==> src/rtl/pipe_buffer.sv <==
// pipe_buffer: elastic valid/ready queue between pipeline stages with full flush,
// age-based suffix kill on instruction id, and optional combinational fall-through.
module pipe_buffer #(
    parameter int DATA_W      = 64,
    parameter int ID_W        = 8,
    parameter int DEPTH       = 2,
    parameter bit FALLTHROUGH = 1'b0
) (
    input  logic                       clk,
    input  logic                       rst,
    input  logic                       in_valid,
    output logic                       in_ready,
    input  logic [DATA_W-1:0]          in_data,
    input  logic [ID_W-1:0]            in_id,
    output logic                       out_valid,
    input  logic                       out_ready,
    output logic [DATA_W-1:0]          out_data,
    output logic [ID_W-1:0]            out_id,
    input  logic                       flush_i,
    input  logic                       kill_valid_i,
    input  logic [ID_W-1:0]            kill_id_i,
    output logic [$clog2(DEPTH+1)-1:0] count_o
);

    localparam int CNT_W = $clog2(DEPTH + 1);
    localparam int PTR_W = (DEPTH > 1) ? $clog2(DEPTH) : 1;

    logic [ID_W-1:0]   id_q   [DEPTH];
    logic [ID_W-1:0]   id_d   [DEPTH];
    logic [DATA_W-1:0] data_q [DEPTH];
    logic [DATA_W-1:0] data_d [DEPTH];
    logic [PTR_W-1:0]  head_q, head_d;
    logic [PTR_W-1:0]  tail_q, tail_d;
    logic [CNT_W-1:0]  count_q, count_d;

    logic              empty;
    logic              in_killed;
    logic              push;
    logic              pop;
    logic              bypass;
    logic              store;
    logic              found;
    logic [PTR_W-1:0]  head_after;
    logic [PTR_W-1:0]  wr_idx;
    int                remain;
    int                survivors;

    // Same age or younger than the kill id, measured on the wrapping tag.
    function automatic logic is_killed(input logic [ID_W-1:0] e, input logic v,
                                       input logic [ID_W-1:0] k);
        logic [ID_W-1:0] diff;
        diff = e - k;
        return v && !diff[ID_W-1];
    endfunction

    function automatic logic [PTR_W-1:0] ptr_add(input logic [PTR_W-1:0] p, input int off);
        int s;
        s = int'(p) + off;
        if (s >= DEPTH) begin
            s = s - DEPTH;
        end
        return PTR_W'(s);
    endfunction

    always_comb begin
        empty     = (count_q == '0);
        in_killed = is_killed(in_id, kill_valid_i, kill_id_i);
        in_ready  = !rst && !flush_i && (count_q < CNT_W'(DEPTH));
        if (FALLTHROUGH && empty) begin
            out_valid = !rst && in_valid && !flush_i && !in_killed;
            out_data  = in_data;
            out_id    = in_id;
        end else begin
            out_valid = !empty;
            out_data  = data_q[head_q];
            out_id    = id_q[head_q];
        end
        count_o = count_q;
    end

    // Pop is applied first; the kill then trims the remaining entries back to the
    // first killed one, and a surviving push lands directly after the survivors.
    always_comb begin
        head_d     = head_q;
        tail_d     = tail_q;
        count_d    = count_q;
        id_d       = id_q;
        data_d     = data_q;
        push       = in_valid && in_ready;
        pop        = out_valid && out_ready && !empty;
        bypass     = FALLTHROUGH && empty && out_valid && out_ready;
        store      = 1'b0;
        found      = 1'b0;
        head_after = pop ? ptr_add(head_q, 1) : head_q;
        remain     = int'(count_q) - (pop ? 1 : 0);
        survivors  = remain;
        wr_idx     = head_q;
        if (flush_i) begin
            head_d  = '0;
            tail_d  = '0;
            count_d = '0;
        end else begin
            for (int i = 0; i < DEPTH; i++) begin
                if (!found && (i < remain) &&
                    is_killed(id_q[ptr_add(head_after, i)], kill_valid_i, kill_id_i)) begin
                    survivors = i;
                    found     = 1'b1;
                end
            end
            store  = push && !bypass && !in_killed;
            wr_idx = ptr_add(head_after, survivors);
            if (store) begin
                id_d[wr_idx]   = in_id;
                data_d[wr_idx] = in_data;
            end
            head_d  = head_after;
            tail_d  = ptr_add(head_after, survivors + (store ? 1 : 0));
            count_d = CNT_W'(survivors + (store ? 1 : 0));
        end
    end

    always_ff @(posedge clk) begin
        if (rst) begin
            head_q  <= '0;
            tail_q  <= '0;
            count_q <= '0;
        end else begin
            head_q  <= head_d;
            tail_q  <= tail_d;
            count_q <= count_d;
        end
    end

    // Payload storage carries no reset; it is only observed while out_valid is high.
    always_ff @(posedge clk) begin
        id_q   <= id_d;
        data_q <= data_d;
    end

    logic [ID_W-1:0] last_id;
    logic [ID_W-1:0] order_diff;

    always_comb begin
        last_id    = id_q[ptr_add(tail_q, DEPTH - 1)];
        order_diff = in_id - last_id;
    end

    program_order_a : assert property (@(posedge clk) disable iff (rst)
        (store && (count_q != '0) && !kill_valid_i) |-> !order_diff[ID_W-1]);

endmodule

==> config.mk <==
export PLATFORM = sky130hd
export DESIGN_NAME = pipe_buffer
export DESIGN_NICKNAME = d
export VERILOG_FILES = /design/src/rtl/pipe_buffer.sv
export SDC_FILE = /design/constraint.sdc
export NUM_CORES = 1
export LEC_CHECK = 0
export BUFFER_PORTS_ARGS = -buffer_cell sky130_fd_sc_hd__buf_2
export CORE_MARGIN = 2
export CORE_UTILIZATION = 35
export CTS_CLUSTER_DIAMETER = 30
export DETAILED_ROUTE_END_ITERATION = 7
export PLACE_DENSITY_LB_ADDON = 0.2
export SLEW_MARGIN = 30
export SYNTH_ARGS = -nofsm -noshare
export SYNTH_HDL_FRONTEND = slang
export SYNTH_SLANG_ARGS = --single-unit
==> constraint.sdc <==
create_clock -name clk -period 13.73 [get_ports clk]
set_input_delay 2.746 -clock clk [delete_from_list [all_inputs] [get_ports clk]]
set_output_delay 2.746 -clock clk [all_outputs]
set_load 0.005 [all_outputs]
After elaboration in Yosys (flattened, before gate mapping)
Cells that the tools add are included.
{ "word_totals": {"word_cells": 92, "register_bits": 147} }
{ "op_classes": {"mux": 33, "n_addsub": 12, "order_cmp": 12, "n_bitwise": 5, "n_reduce_logical": 24} }
{ "ops": {"columns": ["operator", "n"], "rows": [
  ["$mux 64", 4],
  ["$bwmux 128", 1],
  ["$mux 32", 3],
  ["$mux 8", 10],
  ["$demux 64 s1", 1],
  ["$add 2x32->32", 1],
  ["$ge 32x3->1 const B", 1],
  ["$sub 8x8->8", 3],
  ["$bwmux 16", 1],
  ["$logic_and 1x1->1", 13],
  ["$ge 2x2->1 const B", 6],
  ["$mux 1", 12],
  ["$demux 8 s1", 1],
  ["$logic_not 1->1", 8],
  ["$not 1->2", 4],
  ["$add 1x1->2 const B", 2],
  ["$sub 1x1->1 const B", 4],
  ["$lt 1x3->1 const A", 1],
  ["$lt 2x3->1 const A", 1],
  ["$sub 2x1->3", 1],
  ["$add 2x2->2", 1],
  ["$ge 1x2->1 const B", 1],
  ["$logic_not 2->1", 1],
  ["$lt 2x1->1 const B", 1],
  ["other kinds (4)", 4]
]} }

Depth between registers and ports, before layout
Gate-level depths: netlist (run 1).
{ "depth": {"ltp_word": 33, "mapped_depth": 15, "mapped_depth_nobuf": 14} }

Worst setup path after synthesis (run 1)
Ideal clock, no wire load.
{ "synth_timing": {"kind": "input-to-reg", "start": "input out_ready", "end": "register data_q[100] (netlist bit), enable pin", "stages": 13, "arrival_ps": 9031, "setup_ps": 533, "setup_slack_ps": 4166, "required_time_ps": 13197, "path_buffers": 1, "cell_sequence": "o21ai_2 inv_2 xnor2_2 clkbuf_1 mux2_2 ha_1 o21ai_0 o21ai_0 o32ai_1 or3_1 a21oi_2 o21ba_4 mux2i_1"} }
{ "synth_lines": {"columns": ["item", "line_no", "text"], "rows": [
  ["from (decl)", "16", "input logic out_ready,"],
  ["to (signal assigned)", "137", "data_q <= data_d;"],
  ["to (decl)", "30", "logic [DATA_W-1:0] data_q [DEPTH];"]
]} }

==> results of run 1 <==
logic make-up (layout without fill, tap and decap cells):
kind of cell,Yosys count,count (layout),share of synthesized area
other,0,1,0
buffers and inverters,23,207,0.0158
adders and majority gates,22,22,0.0440
muxes,90,90,0.162
AOI/OAI and AO/OA,33,33,0.0382
and+or+nand+nor,37,37,0.0352
DFF,147,147,0.701
xor gates and xnor gates,2,2,0.00400
synth_stat cells (all sizes together):
cell / count / share of area
a211oi: 4 / 0.0048
a21o: 3 / 0.0036
a21oi: 6 / 0.0054
a31oi: 2 / 0.0020
and2: 2 / 0.0020
and3: 2 / 0.0020
and3b: 4 / 0.0056
buf: 3 / 0.0038
clkbuf: 8 / 0.0048
dfxtp: 3 / 0.0096
edfxtp: 144 / 0.69
ha: 22 / 0.044
inv: 12 / 0.0072
mux2: 85 / 0.15
mux2i: 5 / 0.0086
nand2: 6 / 0.0036
nand2b: 2 / 0.0020
nand3: 5 / 0.0040
nand4: 1 / 0.0010
nor2: 2 / 0.0012
nor2b: 2 / 0.0020
nor3: 2 / 0.0016
nor3b: 5 / 0.0060
o211a: 1 / 0.0016
o21ai: 9 / 0.0084
o21ba: 1 / 0.0026
o311ai: 1 / 0.0014
o32ai: 1 / 0.0014
o41ai: 5 / 0.0070
or3: 3 / 0.0030
or4: 1 / 0.0012
xnor2: 2 / 0.0040
area by class of cell:
type	count	share of cell area
clock buffers	21	0.0560
well taps	225	0.0358
multi-input cells	184	0.229
repair buffers	164	0.105
diodes	1	0.000318
flip-flops and latches	147	0.558
inverters	12	0.00572
clock inverters	10	0.0108
worst min-delay path, stage by stage, from the launching register on:
cell and delay, ns:
dfxtp_1 0.37, inv_1 0.10, ha_1 0.16, o41ai_1 0.08
state kept, by name, summed over array words and instances, names as in the netlist:
| signal | flops |
|---|---|
| count_o | 2 |
| data_q | 128 |
| head_q | 1 |
| id_q | 16 |
metal layers:
| metal | GRT usage | vias to the layer above | share of wire |
|---|---|---|---|
| met4 | 0.0442 | 0 | 0.0085 |
| met1 | 0.156 | 1714 | 0.43 |
| met2 | 0.214 | 110 | 0.47 |
| li1 | - | 1750 | - |
| met5 | 0 | - | 0 |
| met3 | 0.0666 | 7 | 0.097 |
power by group:
part	switching, mW	internal (mW)	leakage, nW	total, mW
logic	0.0332	0.0318	1.39	0.0650
registers	0.00303	0.505	1.33	0.508
clock network	0.166	0.247	0.253	0.413
cell usage in the layout (no fill, tap or decap), types with 3 or more instances in the layout:
master | Yosys | layout
a211oi_1 | 4 | 4
a21o_1 | 3 | 3
a21oi_1 | 5 | 5
and3b_1 | 4 | 4
buf_2 | 1 | 161
buf_4 | 1 | 3
clkbuf_1 | 8 | 4
clkbuf_16 | 0 | 17
clkinv_2 | 0 | 3
edfxtp_1 | 144 | 144
ha_1 | 22 | 22
inv_1 | 11 | 11
mux2_2 | 84 | 84
nand2_1 | 6 | 6
nand3_1 | 5 | 5
nor3b_1 | 5 | 5
o21ai_0 | 7 | 7
o41ai_1 | 5 | 5
or3_1 | 3 | 3
through the flow:
step,hold WS [ns],util,power (mW),std cells,worst slack (ns)
final,0.765,0.452,0.986,764,6.75
after global placement,0.746,0.422,0.582,732,6.39
after CTS,0.754,0.452,0.998,763,6.69
after detailed placement,0.741,0.422,0.583,732,6.29
after global routing,0.816,0.452,1.02,763,6.34
after floorplan,0.686,-,0.550,354,4.17
how the worst max path moves through the flow:
stage                             to  slack (ns)  depth (start not counted)
4_1_cts         data_q[52]$_DFFE_PP_        6.69                         14
5_1_grt         data_q[56]$_DFFE_PP_        6.34                         14
3_5_place_dp    data_q[44]$_DFFE_PP_        6.29                         14
6_report         data_q[9]$_DFFE_PP_        6.75                         14
2_1_floorplan  data_q[100]$_DFFE_PP_        4.17                         13
3_3_place_gp   data_q[105]$_DFFE_PP_        6.39                         14
==> tab_implementation.tex, run 1 <==
\begin{tabular}{lr}
\hline
Metric & Value \\
\hline
\multicolumn{2}{l}{\textbf{CTS}} \\
Number of buffers inserted to repair setup after CTS & 0 \\
Num CTS Buffers & 17 \\
Resized Gates After CTS & 0 \\
CTS tree & done \\
Sink Count & 147 \\
Clock buffer depth & 2 \\
CTS H-Tree Depth & 4 \\
CTS root buffer & clkbuf\_16 \\
Worst skew pair latency & 0.41 ns \\
Clk pin slew, worst setup/hold paths & 0.05 ns \\
Number of hold buffers added after CTS & 0 \\
\multicolumn{2}{l}{\textbf{Place}} \\
Port Buf Inserts & 161 \\
Final HPWL from detailed placement & 8.58 mm \\
Routability congestion estimate from global placement & 0.756 \\
Placed Area & 7340 sq um \\
\multicolumn{2}{l}{\textbf{STA}} \\
Maximum operating frequency & 143 MHz \\
Post-route minimum period & 6.98 ns \\
Part of the cycle the worst path needs & 0.508 \\
Setup Skew & 0.00774 ns \\
Max-Slew Margin vs Limit & 0.393 \\
Worst Tran Pin Value & 0.906 ns \\
Final Hold Fails & 0 \\
Setup Viol. Count Final & 0 \\
Total negative slack & 0 ns \\
Max Transition Viols Final & 0 \\
Setup repair after global routing missed its margin & no \\
\multicolumn{2}{l}{\textbf{Global route}} \\
Initial antenna violation count & 1 \\
Total track usage & 0.133 \\
Global-route wire length before repair & 18.6 mm \\
Largest net degree at the start of global routing & 64 \\
Grt total ovfl & 0 \\
Number of global-route vias before repair & 3648 \\
\multicolumn{2}{l}{\textbf{Worst setup path}} \\
Combined buffer and inverter count along the critical path & 3 \\
Critical path's most frequent cell & o21ai\_0 \\
Setup slack on the worst flop-to-flop path & 8.69 ns \\
Number of cell instances on the worst register-to-register path & 13 \\
Crit start category & primary input \\
RR Endpoint & data\_q[9]\$\_DFFE\_PP\_ \\
Slowest cell on crit path & buf\_4 \\
Longest individual stage delay on the worst path & 0.78 ns \\
Required arrival time at the worst endpoint & 13.76 ns \\
Critical path class & primary input to flip-flop \\
Top Family by Delay on Critical Path & compound AO/OA/AOI/OAI gates \\
Reg2Reg Launch Point & count\_o[1]\$\_SDFF\_PP0\_ \\
Element type at the critical path end & flip-flop \\
Maximum fanout along the worst path & 63 \\
CP Data Arrival Time & 7.01 ns \\
Launching instance or port of the critical path & out\_ready \\
Cell breakdown of the critical path & buf\_2 -> o21ai\_2 -> inv\_2 -> xnor2\_2 -> mux2\_2 -> ha\_1 -> a211oi\_1 -> o21ai\_0 -> o32ai\_1 -> o21ai\_0 -> a21oi\_2 -> o21ba\_4 -> mux2i\_4 -> buf\_4 \\
\multicolumn{2}{l}{\textbf{Die}} \\
Die boundary width & 138 um \\
Starting density of the core & 0.359 \\
Die ar. & 19000 sq um \\
Number of I/O pins & 162 \\
Number of placement rows & 48 \\
Core ar. & 17400 sq um \\
Height of the chip & 138 um \\
\multicolumn{2}{l}{\textbf{Min path}} \\
Launch point of the worst hold path & count\_o[1]\$\_SDFF\_PP0\_ \\
Worst Hold Depth & 3 \\
Worst min path class & flip-flop to flip-flop \\
Worst Hold Path EP & count\_o[1]\$\_SDFF\_PP0\_ \\
\multicolumn{2}{l}{\textbf{Job}} \\
Max\_cap viols & 0 \\
\multicolumn{2}{l}{\textbf{Logic synthesis}} \\
Number of storage elements in the synthesis netlist & 147 \\
Average cell area after synthesis & 17.7 sq um \\
Count of distinct cell types in the synthesized netlist & 40 \\
Number of warnings printed during yosys synthesis & 0 \\
Post-synthesis net count & 462 \\
Post-Synthesis Cells & 354 \\
Share of the yosys chip area belonging to registers & 0.701 \\
Post-synthesis instance area & 6260 sq um \\
\multicolumn{2}{l}{\textbf{Detailed routing}} \\
Detailed Route Iter0 Violations & 129 \\
Number of iterations in the first detailed-routing pass & 4 \\
WL/cell & 16.5 um \\
Remaining antenna violation count & 0 \\
DR vias/cell & 4.69 \\
Number of remaining DRC errors & 0 \\
Total vias in the final route & 3581 \\
Final routed wirelength across all metal layers & 12.6 mm \\
\multicolumn{2}{l}{\textbf{Final layout}} \\
Reg area & 4390 sq um \\
Area used by multi-input combinational logic & 1800 sq um \\
Syn-to-layout area delta & 25.8\% \\
Layout cells sized above 1 & 0.528 \\
Filler Cells Inserted & 1604 \\
Post-layout instance area & 7870 sq um \\
Net count reported at finish & 634 \\
\multicolumn{2}{l}{\textbf{Power and ir drop}} \\
Static leakage power & 2.98 nW \\
Ratio of total power to cell area & 125 nW/um\^{}2 \\
Worst voltage drop across the vdd grid & 87.9 uV \\
\multicolumn{2}{l}{\textbf{Run status}} \\
Outcome & complete, no violations \\
\hline
\end{tabular}
(Power assumes the default switching activity.)
==> run 2: changes to the inputs <==
==> constraint.sdc (replaced) <==
create_clock -name clk -period 6 [get_ports clk]
set_input_delay 1.2 -clock clk [delete_from_list [all_inputs] [get_ports clk]]
set_output_delay 1.2 -clock clk [all_outputs]
set_load 0.005 [all_outputs]
==> tab_implementation.tex, run 2 (synthesis gave the netlist of run 1 again) <==
\begin{tabular}{lr}
\hline
Metric & Value \\
\hline
\multicolumn{2}{l}{\textbf{Run status}} \\
Outcome & complete, no violations \\
\multicolumn{2}{l}{\textbf{STA}} \\
Maximum operating frequency & 217 MHz \\
Setup Skew & 0.0114 ns (+0.00370 ns) \\
Worst hold-check slack & 0.785 ns (+0.0201 ns) \\
Setup Viol. Count Final & 0 (unchanged) \\
Total negative slack & 0 ns (unchanged) \\
Setup repair after global routing missed its margin & no \\
Post-route worst setup slack & 1.40 ns (-5.35 ns) \\
Final Hold Fails & 0 (unchanged) \\
Post-route minimum period & 4.60 ns \\
Max-Slew Margin vs Limit & 0.445 (+0.0514) \\
Worst Tran Pin Value & 0.833 ns (-0.0726 ns) \\
Part of the cycle the worst path needs & 0.767 \\
Max Transition Viols Final & 0 (unchanged) \\
\multicolumn{2}{l}{\textbf{Power and ir drop}} \\
Part of the power in combinational logic & 0.068 (+0.002) \\
Internal Dissipation & 1.79 mW (+130\%) \\
Net Switching & 0.466 mW (+130\%) \\
Proportion of total power due to net switching & 0.206 (+0.00110) \\
Static leakage power & 3.00 nW (+0.72\%) \\
Power share of the sequential group & 0.515 (about the same) \\
Ratio of total power to cell area & 285 nW/um\^{}2 (+130\%) \\
Worst voltage drop across the vdd grid & 181 uV (+110\%) \\
Clk pwr share & 0.417 (-0.002) \\
\multicolumn{2}{l}{\textbf{Min path}} \\
Worst min path class & flip-flop to flip-flop \\
Worst Hold Path EP & count\_o[1]\$\_SDFF\_PP0\_ \\
Worst Hold Depth & 3 (unchanged) \\
Launch point of the worst hold path & count\_o[1]\$\_SDFF\_PP0\_ \\
\multicolumn{2}{l}{\textbf{Final layout}} \\
Net count reported at finish & 637 (+0.47\%) \\
Most frequent standard cell in the layout excluding fill and tap cells & buf\_2 \\
Final non-filler cell total & 767 (+0.39\%) \\
Syn-to-layout area delta & 26.6\% \\
Commonest non-fill, non-tap cells in the layout & buf\_2, edfxtp\_1, mux2\_2 \\
Post-layout instance area & 7920 sq um (+0.65\%) \\
Layout cells sized above 1 & 0.530 (+0.00262) \\
Filler Cells Inserted & 1556 (-3.0\%) \\
Biggest register & data\_q \\
Largest register FFs & 128 (unchanged) \\
\multicolumn{2}{l}{\textbf{Place}} \\
Number of instances in the placed design & 735 (+0.41\%) \\
Routability congestion estimate from global placement & 0.824 (+9.0\%) \\
Port Buf Inserts & 161 (unchanged) \\
Final HPWL from detailed placement & 9.02 mm (+5.1\%) \\
Placed Area & 7390 sq um (+0.70\%) \\
Worst setup slack after placement & 0.955 ns (-5.33 ns) \\
\multicolumn{2}{l}{\textbf{Detailed routing}} \\
Number of iterations in the first detailed-routing pass & 6 (+2) \\
Detailed Route Iter0 Violations & 164 (+27\%) \\
Total vias in the final route & 3715 (+3.7\%) \\
Number of remaining DRC errors & 0 (unchanged) \\
DR vias/cell & 4.84 (+3.3\%) \\
Remaining antenna violation count & 0 (unchanged) \\
Final routed wirelength across all metal layers & 13.1 mm (+3.7\%) \\
WL/cell & 17.0 um (+3.3\%) \\
\multicolumn{2}{l}{\textbf{Worst setup path}} \\
Longest individual stage delay on the worst path & 0.56 ns (-0.22 ns) \\
RR Endpoint & id\_q[9]\$\_DFFE\_PP\_ \\
Maximum fanout along the worst path & 23 (-63\%) \\
Required arrival time at the worst endpoint & 6.07 ns (-7.69 ns) \\
Number of cell instances on the worst register-to-register path & 13 (unchanged) \\
Reg2Reg Launch Point & count\_o[1]\$\_SDFF\_PP0\_ \\
Critical path class & primary input to flip-flop \\
Slowest cell on crit path & xnor2\_2 \\
CP Data Arrival Time & 4.68 ns (-2.33 ns) \\
Critical path's most frequent cell & o21ai\_0 \\
Crit start category & primary input \\
Cell breakdown of the critical path & buf\_2 -> o21ai\_2 -> inv\_2 -> xnor2\_2 -> mux2\_2 -> ha\_1 -> a211oi\_1 -> o21ai\_0 -> o32ai\_1 -> o21ai\_0 -> a21oi\_2 -> o21ba\_4 -> mux2i\_4 -> buf\_4 \\
Element type at the critical path end & flip-flop \\
Setup slack on the worst flop-to-flop path & 1.78 ns (-6.91 ns) \\
\multicolumn{2}{l}{\textbf{CTS}} \\
Clock buffer depth & 2 (unchanged) \\
Sink Count & 147 (unchanged) \\
CTS root buffer & clkbuf\_16 \\
Clk pin slew, worst setup/hold paths & 0.05 ns (about the same) \\
Resized Gates After CTS & 0 (unchanged) \\
Num CTS Buffers & 17 (unchanged) \\
Worst skew pair latency & 0.42 ns (about the same) \\
Number of buffers inserted to repair setup after CTS & 0 (unchanged) \\
Number of hold buffers added after CTS & 0 (unchanged) \\
CTS H-Tree Depth & 4 (unchanged) \\
CTS tree & done \\
\multicolumn{2}{l}{\textbf{Job}} \\
Max\_cap viols & 0 (unchanged) \\
\multicolumn{2}{l}{\textbf{Die}} \\
Starting density of the core & 0.359 (unchanged) \\
Number of I/O pins & 162 (unchanged) \\
Height of the chip & 138 um (unchanged) \\
Die boundary width & 138 um (unchanged) \\
Number of placement rows & 48 (unchanged) \\
Die ar. & 19000 sq um (unchanged) \\
Core ar. & 17400 sq um (unchanged) \\
\multicolumn{2}{l}{\textbf{Global route}} \\
Grt total ovfl & 0 (unchanged) \\
Total track usage & 0.145 (+0.0117) \\
Number of global-route vias before repair & 3901 (+6.9\%) \\
Initial antenna violation count & 0 (-1) \\
Global-route wire length before repair & 20.1 mm (+8.2\%) \\
Largest net degree at the start of global routing & 84 (+31\%) \\
\hline
\end{tabular}
## run 2: power groups by stage
stage / sequential, mW / clock (mW) / combinational, mW
finish: 1.16 / 0.940 / 0.154
global route: 1.16 / 1.01 / 0.173
CTS: 1.16 / 0.970 / 0.157
detailed placement: 1.18 / 0 / 0.156
global placement: 1.18 / 0 / 0.153
floorplan: 1.18 / 0 / 0.0751
## run 2: cell type report
class / instances / area [sq um] / share of cell area
Timing Repair Buffer: 167 / 880 / 0.111
Multi-Input combinational cell: 184 / 1800 / 0.227
Sequential cell: 147 / 4390 / 0.554
Antenna cell: 1 / 2.50 / 0.000316
Tap cell: 225 / 282 / 0.0355
Clock buffer: 19 / 433 / 0.0547
Inverter: 12 / 45.0 / 0.00569
Clock inverter: 12 / 92.6 / 0.0117
## run 2: metrics by stage
stage	power, mW	utilization
finish	2.25	0.455
global route	2.35	0.455
CTS	2.29	0.455
detailed placement	1.34	0.424
global placement	1.33	0.424
floorplan	1.26	-
## run 2: critical path: cells and delay by family
| family | cells | cell delay [ns] |
|---|---|---|
| AO/OA/AOI/OAI | 7 | 1.34 |
| multiplexers | 2 | 0.68 |
| buffers and inverters | 3 | 0.59 |
| XOR/XNOR | 1 | 0.56 |
| adder cells (fa/ha/maj) | 1 | 0.29 |
## run 2: metal layers
metal	GRT usage	routed length, um	vias up
met5	0	0	-
met4	0.0635	113	0
met3	0.0618	1300	10
met2	0.217	6180	131
met1	0.183	5480	1813
li1	-	-	1761
## run 2: how the worst max path moves through the flow
stage / start / end
floorplan: out_ready / data_q[100]$_DFFE_PP_
global placement: out_ready / data_q[115]$_DFFE_PP_
detailed placement: out_ready / data_q[120]$_DFFE_PP_
CTS: out_ready / id_q[14]$_DFFE_PP_
global route: out_ready / id_q[9]$_DFFE_PP_
finish: out_ready / id_q[9]$_DFFE_PP_
